$ cat config.mk
export PLATFORM = sky130hd
export DESIGN_NAME = loa_error_scan_ctrl
export DESIGN_NICKNAME = d
export VERILOG_FILES = /design/src/rtl/loa_scan_pkg.sv /design/src/rtl/loa_err_accum.sv /design/src/rtl/loa_error_scan_ctrl.sv
export SDC_FILE = /design/constraint.sdc
export NUM_CORES = 1
export LEC_CHECK = 0
export BUFFER_PORTS_ARGS = -buffer_cell sky130_fd_sc_hd__buf_2
export CORE_MARGIN = 1
export CORE_UTILIZATION = 45
export CTS_CLUSTER_SIZE = 30
export DETAILED_ROUTE_END_ITERATION = 7
export PLACE_DENSITY = 0.67
export RECOVER_POWER = 100
export SLEW_MARGIN = 0
export SYNTH_ARGS = -nofsm -noshare
export SYNTH_HDL_FRONTEND = slang
export SYNTH_SLANG_ARGS = --single-unit
export TNS_END_PERCENT = 30
$ cat constraint.sdc
create_clock -name clk -period 9.1 [get_ports clk]
set_clock_uncertainty 0.15 [all_clocks]
set_input_delay 0.455 -clock clk [delete_from_list [all_inputs] [get_ports clk]]
set_output_delay 0.455 -clock clk [all_outputs]
set_load 0.005 [all_outputs]
$ cat src/rtl/loa_scan_pkg.sv
// Shared definitions for the LOA error-scan controller.
//   - scan_state_e : sequencer states
//   - err_w()      : width of the signed error word (WIDTH+2)
//   - cnt_w()      : width of the error counter (2*WIDTH+1)
// No ports; imported by loa_err_accum and loa_error_scan_ctrl.
package loa_scan_pkg;

  typedef enum logic [1:0] {
    IDLE = 2'd0,
    RUN  = 2'd1,
    DONE = 2'd2
  } scan_state_e;

  localparam int DEF_WIDTH = 8;
  localparam int DEF_ERR_W = DEF_WIDTH + 2;
  localparam int DEF_CNT_W = 2 * DEF_WIDTH + 1;

  // Signed error (approx - exact) needs one extra bit beyond the WIDTH+1 sum.
  function automatic int err_w(input int width);
    return width + 2;
  endfunction

  // Must hold the count 2^(2*WIDTH) itself, not just 2^(2*WIDTH)-1.
  function automatic int cnt_w(input int width);
    return 2 * width + 1;
  endfunction

endpackage

$ cat src/rtl/loa_err_accum.sv
// Error statistics accumulator for the LOA error scan.
// Ports:
//   clk, rst          clock, synchronous active-high reset
//   i_clear           zero all statistics (new scan)
//   i_valid           accumulate i_err this cycle
//   i_err             signed error approx - exact, WIDTH+2 bits
//   o_err_cnt         number of non-zero errors
//   o_err_sum         signed running sum of errors
//   o_abs_sum         running sum of |err|
//   o_sq_sum          running sum of err^2 (zero unless LOA_SCAN_SQERR_EN)
//   o_max_abs_err     largest |err| seen
// Build option: LOA_SCAN_SQERR_EN adds the squarer and sq_sum accumulator.
module loa_err_accum
  import loa_scan_pkg::*;
#(
  parameter int WIDTH = 8,
  parameter int ACC_W = 48
) (
  input  logic                      clk,
  input  logic                      rst,
  input  logic                      i_clear,
  input  logic                      i_valid,
  input  logic [WIDTH+1:0]          i_err,
  output logic [2*WIDTH:0]          o_err_cnt,
  output logic [ACC_W-1:0]          o_err_sum,
  output logic [ACC_W-1:0]          o_abs_sum,
  output logic [ACC_W-1:0]          o_sq_sum,
  output logic [WIDTH+1:0]          o_max_abs_err
);

  localparam int ERR_W = err_w(WIDTH);
  localparam int CNT_W = cnt_w(WIDTH);

  logic [ERR_W-1:0] w_abs;
  logic [ACC_W-1:0] w_err_ext;
  logic [ACC_W-1:0] w_abs_ext;

  logic [CNT_W-1:0] r_err_cnt;
  logic [ACC_W-1:0] r_err_sum;
  logic [ACC_W-1:0] r_abs_sum;
  logic [ERR_W-1:0] r_max_abs;

  // The most negative ERR_W value is unreachable (|err| <= 2^(WIDTH+1)-1),
  // so negation never overflows.
  assign w_abs     = i_err[ERR_W-1] ? (~i_err + ERR_W'(1)) : i_err;
  assign w_err_ext = {{(ACC_W-ERR_W){i_err[ERR_W-1]}}, i_err};
  assign w_abs_ext = {{(ACC_W-ERR_W){1'b0}}, w_abs};

  always_ff @(posedge clk) begin
    if (rst || i_clear) begin
      r_err_cnt <= '0;
      r_err_sum <= '0;
      r_abs_sum <= '0;
      r_max_abs <= '0;
    end else if (i_valid) begin
      if (i_err != '0) r_err_cnt <= r_err_cnt + CNT_W'(1);
      r_err_sum <= r_err_sum + w_err_ext;
      r_abs_sum <= r_abs_sum + w_abs_ext;
      if (w_abs > r_max_abs) r_max_abs <= w_abs;
    end
  end

`ifdef LOA_SCAN_SQERR_EN
  logic [2*ERR_W-1:0] w_sq;
  logic [ACC_W-1:0]   r_sq_sum;

  // err^2 == |err|^2, so an unsigned squarer suffices.
  assign w_sq = {{ERR_W{1'b0}}, w_abs} * {{ERR_W{1'b0}}, w_abs};

  always_ff @(posedge clk) begin
    if (rst || i_clear) begin
      r_sq_sum <= '0;
    end else if (i_valid) begin
      r_sq_sum <= r_sq_sum + {{(ACC_W-2*ERR_W){1'b0}}, w_sq};
    end
  end

  assign o_sq_sum = r_sq_sum;
`else
  assign o_sq_sum = '0;
`endif

  assign o_err_cnt     = r_err_cnt;
  assign o_err_sum     = r_err_sum;
  assign o_abs_sum     = r_abs_sum;
  assign o_max_abs_err = r_max_abs;

endmodule

$ cat src/rtl/loa_error_scan_ctrl.sv
// Sequencer that sweeps all operand pairs of an external approximate adder
// and accumulates error statistics against the exact sum.
// Ports:
//   clk, rst          clock, synchronous active-high reset
//   start             begin a scan (honoured in IDLE or DONE only)
//   pause             freeze the scan while high in RUN
//   a_out, b_out      registered operands to the adder under test
//   approx_sum        adder result for the current a_out/b_out
//   busy              high while scanning
//   done              one-cycle pulse when the last pair is accumulated
//   err_cnt, err_sum, abs_sum, sq_sum, max_abs_err   scan statistics
// Build option: LOA_SCAN_SQERR_EN enables sq_sum (otherwise tied to 0).
module loa_error_scan_ctrl
  import loa_scan_pkg::*;
#(
  parameter int WIDTH = 8,
  parameter int ACC_W = 48
) (
  input  logic                 clk,
  input  logic                 rst,
  input  logic                 start,
  input  logic                 pause,
  output logic [WIDTH-1:0]     a_out,
  output logic [WIDTH-1:0]     b_out,
  input  logic [WIDTH:0]       approx_sum,
  output logic                 busy,
  output logic                 done,
  output logic [2*WIDTH:0]     err_cnt,
  output logic [ACC_W-1:0]     err_sum,
  output logic [ACC_W-1:0]     abs_sum,
  output logic [ACC_W-1:0]     sq_sum,
  output logic [WIDTH+1:0]     max_abs_err
);

  localparam int ERR_W = err_w(WIDTH);

  scan_state_e      r_state;
  logic [WIDTH-1:0] r_a;
  logic [WIDTH-1:0] r_b;
  logic             r_busy;
  logic             r_done;

  logic [ERR_W-1:0] w_exact;
  logic [ERR_W-1:0] w_err;
  logic             w_start_ok;
  logic             w_step;
  logic             w_last;

  assign w_exact    = {2'b00, r_a} + {2'b00, r_b};
  assign w_err      = {1'b0, approx_sum} - w_exact;
  assign w_start_ok = start && (r_state != RUN);
  assign w_step     = (r_state == RUN) && !pause;
  assign w_last     = (&r_a) && (&r_b);

  // NOTE: non-blocking assignments throughout, so every register in this
  // block sees pre-edge values regardless of statement order.
  always_ff @(posedge clk) begin
    if (rst) begin
      r_state <= IDLE;
      r_a     <= '0;
      r_b     <= '0;
      r_busy  <= 1'b0;
      r_done  <= 1'b0;
    end else begin
      r_done <= 1'b0;
      case (r_state)
        IDLE, DONE: begin
          if (start) begin
            r_a     <= '0;
            r_b     <= '0;
            r_busy  <= 1'b1;
            r_state <= RUN;
          end
        end
        RUN: begin
          if (!pause) begin
            // b innermost; the all-ones pair wraps both operands back to 0.
            {r_a, r_b} <= {r_a, r_b} + (2*WIDTH)'(1);
            if (w_last) begin
              r_busy  <= 1'b0;
              r_done  <= 1'b1;
              r_state <= DONE;
            end
          end
        end
        default: begin
          r_busy  <= 1'b0;
          r_state <= IDLE;
        end
      endcase
    end
  end

  loa_err_accum #(
    .WIDTH (WIDTH),
    .ACC_W (ACC_W)
  ) u_accum (
    .clk           (clk),
    .rst           (rst),
    .i_clear       (w_start_ok),
    .i_valid       (w_step),
    .i_err         (w_err),
    .o_err_cnt     (err_cnt),
    .o_err_sum     (err_sum),
    .o_abs_sum     (abs_sum),
    .o_sq_sum      (sq_sum),
    .o_max_abs_err (max_abs_err)
  );

  assign a_out = r_a;
  assign b_out = r_b;
  assign busy  = r_busy;
  assign done  = r_done;

endmodule

# After elaboration in Yosys (flattened, before gate mapping)
# Index checks and enable logic that the tools add are counted.
# totals
out_inout_bits,189
in_bits,13
register_bits,143
elab_cells,56
# classes
add_sub_neg,7
n_eq_ne,6
bitwise_logic,2
mux,15
reduce_logical,16
order_cmp,1
# op_table
operator,n
48-bit by 10-bit adder with 48-bit output,1
48-bit adder,1
8-bit case mux with 2 select lines,2
8-bit 2-to-1 mux,3
17-bit by 1-bit adder with 17-bit output (second input constant),1
16-bit by 1-bit adder with 16-bit output (second input constant),1
8-bit AND reduction,2
10-bit by 1-bit adder with 10-bit output (second input constant),1
10-bit greater-than comparator,1
10-bit 2-to-1 mux,1
10-bit NOT,1
10-bit nonzero test,1
9-bit by 9-bit subtractor with 10-bit output,1
8-bit by 8-bit adder with 9-bit output,1
2-bit 2-to-1 mux,3
2-bit != test (second input constant),3
3-bit AND reduction,2
1-bit 2-to-1 mux,4
2-bit case mux with 2 select lines,1
2-bit AND reduction,2
1-bit logical AND,3
3-bit OR reduction,1
2-bit by 1-bit == test with 1-bit output (second input constant),1
2-bit == test (second input constant),1
8 further kinds,8

# Longest topological paths before layout
# Gate-level depths: netlist of the first run.
# depth
depth_word,7
ltp_mapped,25
mapped_depth_nobuf,23

# Modules after synthesis
# Synthesis of the first run repeated with hierarchy kept, for this count alone.
# hier_totals
hier_cells,1244
hier_area_um2,10132.2
# modules_own_cells
module,n_inst,cells_each,seq_area_each_um2,area_per_inst_um2
loa_err_accum,1,1050,2462.4,8504.4
loa_error_scan_ctrl,1,194,400.4,1627.8

# Least setup slack after synthesis of the first run
# Ideal clock, no wire load.
# synth_path
path_type,register -> register
from,"register r_a[0], in the netlist a_out[0]"
to,"register u_accum.r_err_sum[47], in the netlist u_accum.o_err_sum[47]"
stages_incl_launch_ff,24
synth_period_minus_slack_ns,5.542
arrival_ns,5.321
setup_slack_ns,3.558
path_cell_list,dfxtp_1 -> inv_1 -> fa_1 -> ha_1 -> a21o_1 -> a21oi_2 -> o21ai_1 -> a21oi_1 -> o21ai_0 -> a21o_1 -> buf_2 -> inv_1 -> ha_1 -> buf_6 -> a21oi_2 -> o21ai_2 -> a211o_1 -> a21oi_2 -> a21bo_1 -> a21o_1 -> a221oi_2 -> nor3_1 -> or4_1 -> a21oi_1
# synth_between
elab_chain_len,3
# synth_lines
element,line,source
from (decl),loa_error_scan_ctrl.sv:38,logic [WIDTH-1:0] r_a;
from (signal assigned),loa_error_scan_ctrl.sv:78,"{r_a, r_b} <= {r_a, r_b} + (2*WIDTH)'(1);"
8-bit by 8-bit adder with 9-bit output,loa_error_scan_ctrl.sv:49,"assign w_exact = {2'b00, r_a} + {2'b00, r_b};"
9-bit by 9-bit subtractor with 10-bit output,loa_error_scan_ctrl.sv:50,"assign w_err = {1'b0, approx_sum} - w_exact;"
48-bit adder,loa_err_accum.sv:57,r_err_sum <= r_err_sum + w_err_ext;
to (signal assigned),loa_err_accum.sv:57,
to (decl),loa_err_accum.sv:39,logic [ACC_W-1:0] r_err_sum;
# Every way passes these cells.
# A chain may end at the register's enable or synchronous reset.

# Worst setup path in the final report of the first run
# layout_path
from,"register r_a[0], in the netlist a_out[0]"
to,"register u_accum.r_err_sum[46], in the netlist u_accum.o_err_sum[46]"
# The elaborated chain is that of the path after synthesis.

==> key figures, run 1 <==
Outcome
  • Status: finished, violations left
  • Violated checks: max-capacitance violations, max-slew violations

Route
  • Drt first pass iters: 5
  • ANT nets after route: 0
  • Routed vias: 9063
  • Initial drt markers: roughly 360
  • DRC Markers: 0
  • WL/cell: about 15 um
  • Drt via density: about 5.3
  • WL final: roughly 25000 um

Synth
  • Synth cell count leaders: nand2_1 (152), dfxtp_1 (143), a21oi_1 (132)
  • Largest area contributor in the netlist: dfxtp_1
  • Cell with the most instances after synthesis: nand2_1
  • Post-synth EDFFs: 0
  • Synth Flop Type: dfxtp_1
  • Post-synthesis cell area: 9977 um^2
  • YS warnings: 0
  • Adder-Cell Fraction of Synth Area: 12.04%
  • Mux cell area share after synthesis: 1.430%
  • Post-Synthesis Cells: ~1300
  • Post-synth ARST share: 0%
  • Synth Register Bits: between 100 and 150
  • Post-Synth Simple-Gate Area: between 20 and 25%
  • Seq/Total Area, Yosys: around 29%
  • Largest family of logic cells by synthesized area: simple AND/OR/NAND/NOR gates
  • XOR/XNOR Fraction of Synth Area: 8.515%
  • Mapped Avg Cell Area: ~7.8 um^2
  • Synth top area cells: dfxtp_1 (29%), ha_1 (10%), a21oi_1 (6.6%)
  • Netlist cell types: between 60 and 70
  • Post-synthesis compound-gate area fraction: about a fifth
  • Yosys top cell area share: around 29%

Power and ir drop
  • Worst vdd ir: about 0.00013 V
  • Leakage Power: roughly 4.6 nW
  • Pwr dens: around 140 nW/um^2

Die
  • Die Wd: roughly 150 um
  • Starting density of the core: a little under half
  • Core region area: 21760 um^2
  • I/O pins: between 200 and 250
  • Die Y: around 150 um
  • Core Rows: 54
  • DIE AREA: about 23000 um^2

Job
  • Max-Cap Viols: 3

Critical path
  • Worst path required time: slightly above 9000 ps
  • Worst path buffer plus inverter count: 3
  • Crit path max-delay family: compound AO/OA/AOI/OAI gates
  • Crit-path cells: inv_1 > fa_1 > ha_1 > a21o_1 > a21oi_1 > o21ai_0 > a21oi_1 > o21ai_0 > a21o_1 > inv_1 > clkbuf_1 > ha_1 > a21oi_1 > o21ai_1 > a221oi_1 > a21oi_2 > nor3_1 > nor3_1 > o211a_1 > o21ai_0 > mux2_2 > o211ai_1
  • Worst EP arrival: between 7000 and 8000 ps
  • CP max FO: 40
  • Crit-path slowest cell: clkbuf_1
  • Critical path endpoint category: register
  • Delay of the slowest critical-path stage: between 1000 and 1500 ps
  • Kind of critical path: reg2reg
  • CP Launch Type: register

CTS
  • Hold_buf cts: 0
  • CTS Buf Count: 17
  • CTS tree: done
  • Clock slew at reported path FFs: roughly 70 ps
  • Setup bufs post-CTS: 0
  • CTS max path bufs: 2
  • Clk_lat worst skew: between 400 and 500 ps
  • Root buffer cell: clkbuf_16
  • H-tree depth: 4
  • Sink Count: ~140
  • Post-cts resize count: 0

Timing
  • Final Cycle Share: a little under 80%
  • Pins Over Slew Limit: about 130
  • Final setup vio count: 0
  • Hold Vio Cnt, Final: 0
  • RSZ-0062 raised after global routing: false
  • Hold slack final: ~160 ps
  • Max-slew headroom: -119.5%
  • Setup TNS: 0 ps
  • Worst slew pin tran: 3293 ps
  • Fmax: approximately 0.14 GHz
  • Crit path time final: 7084 ps

Global route
  • Global-route usage over all layers: 21.79%
  • Number of global-route vias before repair: 8128
  • GR Overflow Total: 0
  • Initial antenna violation count: 0
  • Largest net degree at the start of global routing: 87
  • First-pass GRT wire length: between 30000 and 40000 um

Place
  • Detailed Place HPWL: between 15000 and 20000 um
  • Gpl congestion: around 0.90
  • Count of input and output buffers: ~150

Finish
  • Layout Area Growth over Synthesis: 12.11%
  • Final nets: 1506
  • Share of layout cells above drive strength 1: roughly 8.4%
  • Diodes inserted: 0

Hold path
  • Tightest Hold Check Type: in2reg
-- worst register-to-register path, cell delays in order (launching register included) --
cell and delay, ps:
dfxtp_1 380, inv_1 90, fa_1 460, ha_1 300, a21o_1 180, a21oi_1 200, o21ai_0 130, a21oi_1 220
o21ai_0 110, a21o_1 310, inv_1 110, clkbuf_1 1440, ha_1 590, a21oi_1 200, o21ai_1 100, a221oi_1 480
a21oi_2 180, nor3_1 300, nor3_1 110, o211a_1 250, o21ai_0 260, mux2_2 370, o211ai_1 80
-- layout make-up --
cell class / instances / area [um^2]
timing repair buffer: 160 / 694.4
sequential: 143 / 2863
clock buffer: 17 / 425.4
multi-input combinational: 1023 / 6504
inverter: 58 / 217.7
tap: 280 / 350.3
fill: 2159 / 10570
clock inverter: 14 / 131.4
-- final timing paths --
| path | startpoint | end | slack [ps] | depth (start not counted) |
|---|---|---|---|---|
| setup reg to reg | a_out[0]$_SDFFE_PP0P_ | u_accum.o_err_sum[46]$_SDFFE_PP0P_ | 2020 | 22 |
| hold / removal | rst | busy$_SDFFE_PP0P_ | 160 | 2 |
| setup / recovery | a_out[0]$_SDFFE_PP0P_ | u_accum.o_err_sum[46]$_SDFFE_PP0P_ | 2020 | 22 |
| hold reg to reg | busy$_SDFFE_PP0P_ | busy$_SDFFE_PP0P_ | 320 | 2 |
-- metrics by stage --
stage / total power [mW] / worst slack, ps / util [%] / cells / cell area (um^2)
CTS: 1.586 / 3345 / 52.12 / 1695 / 11340
floorplan: 0.8611 / 3558 / - / 1318 / 10150
detailed placement: 0.9052 / 3351 / 49.56 / 1664 / 10780
finish: 1.566 / 2016 / 51.41 / 1695 / 11190
global route: 1.645 / 1406 / 51.41 / 1695 / 11190
global placement: 0.9027 / 3502 / 49.56 / 1664 / 10780
-- placed cells by master (no fill, tap or decap), drive strengths merged, types with 7 or more instances in the layout --
cell type and count:
a21oi 140, conb 48, fa 10, inv 64, xnor2 63, o21ai 54, and3 16, nor3 30
mux2i 12, o21a 9, dfxtp 143, o21bai 14, ha 80, nand2 152, nand3 49, nor2b 8
nand2b 8, and2 9, or3 25, a211oi 8, a21o 49, or2 7, nor2 111, xor2 34
nand4 23, and4 9, clkbuf 110, buf 67
-- power by group --
part	total (mW)	switching [mW]	internal [mW]	leakage (nW)
Combinational	0.246	0.158	0.0881	3.22
Clock	0.676	0.297	0.379	0.263
Sequential	0.644	0.00898	0.635	1.15
Total	1.57	0.464	1.10	4.64
-- metal layers --
layer | wire length, um | vias up | GRT usage [%] | share of wire, %
met2 | 11140 | 221 | 34.45 | 45
met3 | 1528 | 23 | 5.120 | 6.2
met4 | 340 | 0 | 6.600 | 1.4
met5 | 0 | - | 0 | 0
met1 | 11700 | 4195 | 29.26 | 47
li1 | - | 4624 | - | -
-- state kept, by name (all words and copies together) (netlist names) --
name,count
a_out,8
b_out,8
busy,1
done,1
r_state,2
u_accum.o_abs_sum,48
u_accum.o_err_cnt,17
u_accum.o_err_sum,48
u_accum.o_max_abs_err,10
-- kinds of logic (layout without fill, tap and decap cells) --
| group | after synthesis | count (layout) |
|---|---|---|
| and+or+nand+nor | 461 | 461 |
| AOI/OAI and AO/OA | 313 | 313 |
| buffers and inverters | 152 | 249 |
| DFF | 143 | 143 |
| xor gates and xnor gates | 97 | 97 |
| adders and majority gates | 90 | 90 |
| muxes | 14 | 14 |
| other | 1 | 48 |
Power figures use the tool's default switching activity.
==> run 2: changes to the inputs <==
PLACE_DENSITY = 0.7   (was 0.67)
clock period = 6.28 ns   (was 9.1 ns; I/O delays follow)
==> run 2 against run 1 <==
Net effect:
- the run still ends with max-capacitance violations, max-slew violations left
- register-to-register slack lost 1400 ps
- power grew 53%
- clock power rose by 63%
- non-clock buffer count rose by 1
- maximum frequency grew 25%
- wire length is 2.5% higher
- die area stayed put
- combinational power rose by 47%
- global-route usage is 0.39 points higher
- highest routed layer unchanged
==> key figures, run 2 (synthesized netlist as in run 1, its figures left out) <==
Outcome
  • Status: finished, violations left
  • Violated checks: max-capacitance violations, max-slew violations

Critical path
  • Kind of critical path: reg2reg
  • Critical path endpoint category: register
  • CP Launch Type: register
  • Crit-path slowest cell: o41ai_1
  • Worst path required time: 6490 ps (-2810 ps)
  • CP max FO: 5 (-88%)
  • Flop2flop setup slack: 600 ps (-1410 ps)
  • Worst EP arrival: 5880 ps (-1410 ps)
  • Delay of the slowest critical-path stage: 630 ps (-810 ps)
  • Crit-path cells: inv_1 > fa_1 > ha_1 > nor2b_1 > o21ai_0 > a21boi_0 > o21a_1 > or3_1 > and2_0 > ha_1 > and4_1 > nand2_1 > a21o_1 > nand2_1 > a311o_2 > a31oi_1 > o41ai_1 > a221oi_1 > or4_1 > nand3_1

Job
  • Max-Cap Viols: 2 (-1)

Power and ir drop
  • Pwr dens: 212.7 nW/um^2 (+52%)
  • Leakage Power: 4.680 nW (+0.89%)
  • Worst vdd ir: 0.0001914 V (+53%)

Finish
  • Final nets: 1507 (+0.066%)
  • Post-layout util: 51.81% (+0.39 points)
  • Design area: 11270 um^2 (+0.76%)
  • Share of layout cells above drive strength 1: 8.469% (+0.059 points)
  • Commonest non-fill, non-tap cells in the layout: nand2_1 (152), dfxtp_1 (143), a21oi_1 (134), nor2_1 (110), clkbuf_1 (93)
  • FILL cells: 2151 (-0.37%)
  • Layout Area Growth over Synthesis: 12.97%
  • Commonest non-fill, non-tap cell in the layout: nand2_1
  • Diodes inserted: 0 (unchanged)

Timing
  • Final setup vio count: 0 (unchanged)
  • Hold Vio Cnt, Final: 0 (unchanged)
  • Crit path time final: 5677 ps (-1408 ps)
  • Worst slew pin tran: 3284 ps (-9.039 ps)
  • RSZ-0062 raised after global routing: false
  • Final Cycle Share: 90.39% (+13 points)
  • Pins Over Slew Limit: 91 (-31%)
  • Fmax: 0.1762 GHz (+25%)
  • Slack of the critical path: 603.3 ps (-1412 ps)
  • Max-slew headroom: -118.9% (+0.60 points)
  • Setup TNS: 0 ps (unchanged)

Global route
  • Global-route usage over all layers: 22.18% (+0.39 points)
  • First-pass GRT wire length: 40410 um (+1.3%)
  • GR Overflow Total: 0 (unchanged)
  • Largest net degree at the start of global routing: 73 (-16%)
  • Initial antenna violation count: 0 (unchanged)
  • Number of global-route vias before repair: 8271 (+1.8%)

Route
  • M1 WL: 11900 um (+1.6%)
  • WL final: 25320 um (+2.5%)
  • DRC Markers: 0 (unchanged)
  • Initial drt markers: 367 (+3.4%)
  • ANT nets after route: 0 (unchanged)
  • Routed vias: 9124 (+0.67%)
  • Met3 WL: 1579 um (+3.3%)
  • Drt via density: 5.377 (+0.55%)
  • Drt first pass iters: 5 (unchanged)
  • Met2 WL: 11540 um (+3.6%)
  • WL/cell: 14.92 um (+2.4%)
  • Uppermost layer routed: met4

CTS
  • H-tree depth: 4 (unchanged)
  • CTS Buf Count: 17 (unchanged)
  • CTS tree: done
  • Clk_lat worst skew: 430 ps (about the same)
  • Sink Count: 143 (unchanged)
  • Clock slew at reported path FFs: 60 ps (about the same)
  • CTS max path bufs: 2 (unchanged)
  • Setup bufs post-CTS: 0 (unchanged)
  • Post-cts resize count: 0 (unchanged)
  • Root buffer cell: clkbuf_16
  • Hold_buf cts: 0 (unchanged)

Die
  • Core Rows: 54 (unchanged)
  • Starting density of the core: 45.86% (unchanged)
  • Die Y: 150.9 um (unchanged)
  • Core region area: 21760 um^2 (unchanged)
  • I/O pins: 202 (unchanged)
  • DIE AREA: 22770 um^2 (unchanged)
  • Die Wd: 150.9 um (unchanged)

Place
  • Post-Place Worst Slack: 757.2 ps (-2594 ps)
  • Count of input and output buffers: 153 (unchanged)
  • Gpl congestion: 0.8975 (-0.74%)
  • Placed inst area: 10790 um^2 (about the same)
  • Detailed Place HPWL: 18640 um (+2.5%)

Hold path
  • Tightest Hold Check Type: in2reg
==> run 2: cell types whose count changed in the layout (fill, tap and decap cells not counted), sizes merged <==
cell / previous run / this run
clkinv: 3 / 6
clkinvlp: 4 / 1
bufinv: 1 / 4
clkbuf: 110 / 111
inv: 64 / 62
==> run 2: metal layers <==
layer	GRT usage, %	vias up
li1	-	4614
met1	28.84	4257
met2	35.69	230
met3	6.054	23
met4	6.500	0
met5	0	-
==> run 2: path summary, 6_finish.rpt <==
| kind | start | endpoint | cells after the start |
|---|---|---|---|
| max | b_out[2]$_SDFFE_PP0P_ | u_accum.o_err_sum[33]$_SDFFE_PP0P_ | 20 |
| min | rst | r_state[1]$_SDFFE_PP0P_ | 2 |
| min reg2reg | r_state[1]$_SDFFE_PP0P_ | r_state[1]$_SDFFE_PP0P_ | 2 |
| max reg2reg | b_out[2]$_SDFFE_PP0P_ | u_accum.o_err_sum[33]$_SDFFE_PP0P_ | 20 |
==> run 2: metrics by stage <==
stage	instances	hold slack [ps]	total power [mW]
after detailed placement	1665	300.4	1.316
after global routing	1697	26.97	2.505
after floorplan	1318	286.6	1.248
final	1697	26.68	2.397
after CTS	1697	5.557	2.426
after global placement	1665	294.6	1.310
==> run 2: final cells by class <==
class	instances	area (um^2)	share of cell area (%)
tap	280	350.3	3.108
clock inverter	15	207.7	1.843
sequential	143	2863	25.40
multi-input combinational	1023	6504	57.70
clock buffer	17	425.4	3.774
inverter	58	217.7	1.932
timing repair buffer	161	703.2	6.239
==> run 2: power by group <==
| group | internal [mW] | switching, mW | total, mW | leakage [nW] |
|---|---|---|---|---|
| Sequential | 0.921 | 0.0135 | 0.934 | 1.15 |
| Combinational | 0.130 | 0.233 | 0.362 | 3.22 |
| Clock | 0.671 | 0.430 | 1.10 | 0.309 |
==> run 2: worst max-delay path, delay by kind of cell, from the launching register on <==
family | cells | cell delay [ps]
AOI/OAI and AO/OA | 8 | 2050
and+or+nand+nor | 8 | 1650
buffers and inverters | 1 | 110
DFF | 1 | 390
adders and majority gates | 3 | 1250
==> run 3: changes to the inputs <==
RECOVER_POWER = 50   (was 100)
==> run 3 against run 2 <==
Net effect:
- the flow still finishes with violations (max-capacitance violations, max-slew violations)
- non-clock buffer count stayed put
- hold slack better by 1.4 ps
- die area stayed put
- global-route usage stayed put
- flip-flop and latch count stayed put
- setup slack better by 75 ps
- utilization is 0.14 points higher
- power is 0.20% higher
- critical path type unchanged
- largest cell class unchanged
- largest power group unchanged
- highest routed layer unchanged
==> key figures, run 3 (synthesized netlist as in run 1, its figures left out) <==
Global route
  • Initial antenna violation count: 0 (unchanged)
  • Global-route usage over all layers: 22.18% (unchanged)
  • Largest net degree at the start of global routing: 73 (unchanged)
  • First-pass GRT wire length: 40410 um (unchanged)
  • Number of global-route vias before repair: 8271 (unchanged)
  • GR Overflow Total: 0 (unchanged)

CTS
  • CTS max path bufs: 2 (unchanged)
  • Clk_lat worst skew: 430 ps (about the same)
  • Sink Count: 143 (unchanged)
  • Post-cts resize count: 0 (unchanged)
  • CTS tree: done
  • H-tree depth: 4 (unchanged)
  • Hold_buf cts: 0 (unchanged)
  • Setup bufs post-CTS: 0 (unchanged)
  • Clock slew at reported path FFs: 70 ps (about the same)
  • CTS Buf Count: 17 (unchanged)
  • Root buffer cell: clkbuf_16

Critical path
  • Critical path endpoint category: register
  • Crit-path cells: inv_1 > fa_1 > ha_1 > a21o_1 > a21oi_2 > o21ai_1 > a21oi_1 > o21ai_0 > a21o_1 > inv_1 > buf_4 > nand2_1 > xnor2_1 > ha_1 > inv_1 > o21bai_1 > a21o_1 > a21o_1 > a21o_1 > a21o_1 > a21o_1 > a21oi_1 > o21ai_0 > a21oi_1
  • Worst path buffer plus inverter count: 4 (+3)
  • Crit path max-delay family: compound AO/OA/AOI/OAI gates
  • Delay of the slowest critical-path stage: 460 ps (-170 ps)
  • Kind of critical path: reg2reg
  • Crit-path slowest cell: a21oi_1
  • CP max FO: 18 (+13)
  • Worst path required time: 6490 ps (about the same)
  • CP Launch Type: register
  • Worst EP arrival: 5810 ps (-70 ps)
  • CP most frequent cell: a21o_1

Die
  • Core region area: 21760 um^2 (unchanged)
  • DIE AREA: 22770 um^2 (unchanged)
  • Die Wd: 150.9 um (unchanged)
  • Die Y: 150.9 um (unchanged)
  • Core Rows: 54 (unchanged)
  • I/O pins: 202 (unchanged)
  • Starting density of the core: 45.86% (unchanged)

Finish
  • Share of layout cells above drive strength 1: 8.821% (+0.35 points)
  • Final nets: 1507 (unchanged)
  • Design area: 11300 um^2 (+0.28%)
  • Commonest non-fill, non-tap cell in the layout: nand2_1
  • Commonest non-fill, non-tap cells in the layout: nand2_1 (152), dfxtp_1 (143), a21oi_1 (132), nor2_1 (110), clkbuf_1 (93)
  • Diodes inserted: 0 (unchanged)
  • Fin cells: 1697 (unchanged)
  • FILL cells: 2147 (-0.19%)
  • Layout Area Growth over Synthesis: 13.28%
  • Post-layout util: 51.95% (+0.14 points)

Place
  • Post-Place Worst Slack: 757.2 ps (unchanged)
  • Gpl congestion: 0.8975 (unchanged)
  • Detailed Place HPWL: 18640 um (unchanged)
  • Placed insts: 1665 (unchanged)
  • Count of input and output buffers: 153 (unchanged)
  • Placed inst area: 10790 um^2 (unchanged)

Power and ir drop
  • Leakage Power: 4.695 nW (+0.31%)
  • Pwr dens: 212.5 nW/um^2 (about the same)
  • Worst vdd ir: 0.0001921 V (+0.38%)
  • Total chip power: 2.402 mW (+0.20%)

Timing
  • Max-slew headroom: -118.5% (+0.47 points)
  • Slack of the critical path: 678.3 ps (+75.02 ps)
  • Fmax: 0.1785 GHz (+1.3%)
  • Setup TNS: 0 ps (unchanged)
  • Crit path time final: 5602 ps (-75.02 ps)
  • Final setup vio count: 0 (unchanged)
  • RSZ-0062 raised after global routing: false
  • Pins Over Slew Limit: 73 (-20%)
  • Hold Vio Cnt, Final: 0 (unchanged)
  • Hold slack final: 28.13 ps (+1.447 ps)
  • Final Cycle Share: 89.20% (-1.2 points)
  • Worst slew pin tran: 3277 ps (-7.081 ps)

Route
  • Initial drt markers: 369 (+0.54%)
  • ANT nets after route: 0 (unchanged)
  • Drt first pass iters: 5 (unchanged)
  • WL final: 25290 um (-0.15%)
  • Drt via density: 5.385 (+0.16%)
  • DRC Markers: 0 (unchanged)
  • WL/cell: 14.90 um (-0.15%)
  • Routed vias: 9139 (+0.16%)

Outcome
  • Violated checks: max-capacitance violations, max-slew violations
  • Status: finished, violations left

Job
  • Max-Cap Viols: 1 (-1)

Hold path
  • Tightest Hold Check Type: in2reg
run 3: cell count changes in the layout (fill, tap and decap cells not counted), sizes merged:
cell | before | now
buf | 67 | 68
clkbuf | 111 | 110
run 3: worst paths after layout:
path              cells past startpoint                            endpoint                    start  slack, ps
hold / removal                        2             r_state[1]$_SDFFE_PP0P_                      rst         30
hold reg to reg                       2             r_state[1]$_SDFFE_PP0P_  r_state[1]$_SDFFE_PP0P_        310
setup / recovery                     24  u_accum.o_abs_sum[10]$_SDFFE_PP0P_    a_out[0]$_SDFFE_PP0P_        680
setup reg to reg                     24  u_accum.o_abs_sum[10]$_SDFFE_PP0P_    a_out[0]$_SDFFE_PP0P_        680
run 3: cell type report:
type	count	area, um^2	area share (%)
timing repair buffer	161	705.7	6.244
multi-input combinational	1023	6533	57.80
clock buffer	17	425.4	3.764
tap	280	350.3	3.100
inverter	58	217.7	1.926
sequential	143	2863	25.33
clock inverter	15	207.7	1.838
run 3: routing by layer:
layer	track usage [%]	share of wire (%)	vias up
met5	0	0	-
met4	6.500	1.4	0
met3	6.054	6.1	30
met2	35.69	45	224
met1	28.84	47	4271
li1	-	-	4614
run 3: worst reg2reg max path, delay by kind of cell, from the launching register on:
family | cells | cell delay (ps)
AND/OR/NAND/NOR | 1 | 110
XOR/XNOR | 1 | 310
AO/OA/AOI/OAI | 15 | 2980
flip-flops | 1 | 380
buffers and inverters | 4 | 550
adder cells (fa/ha/maj) | 3 | 1040
run 3: power by group:
group	switching (mW)	internal, mW	leakage, nW	total [mW]
Clock	0.433	0.671	0.309	1.10
Sequential	0.0135	0.920	1.15	0.934
Combinational	0.233	0.130	3.23	0.364
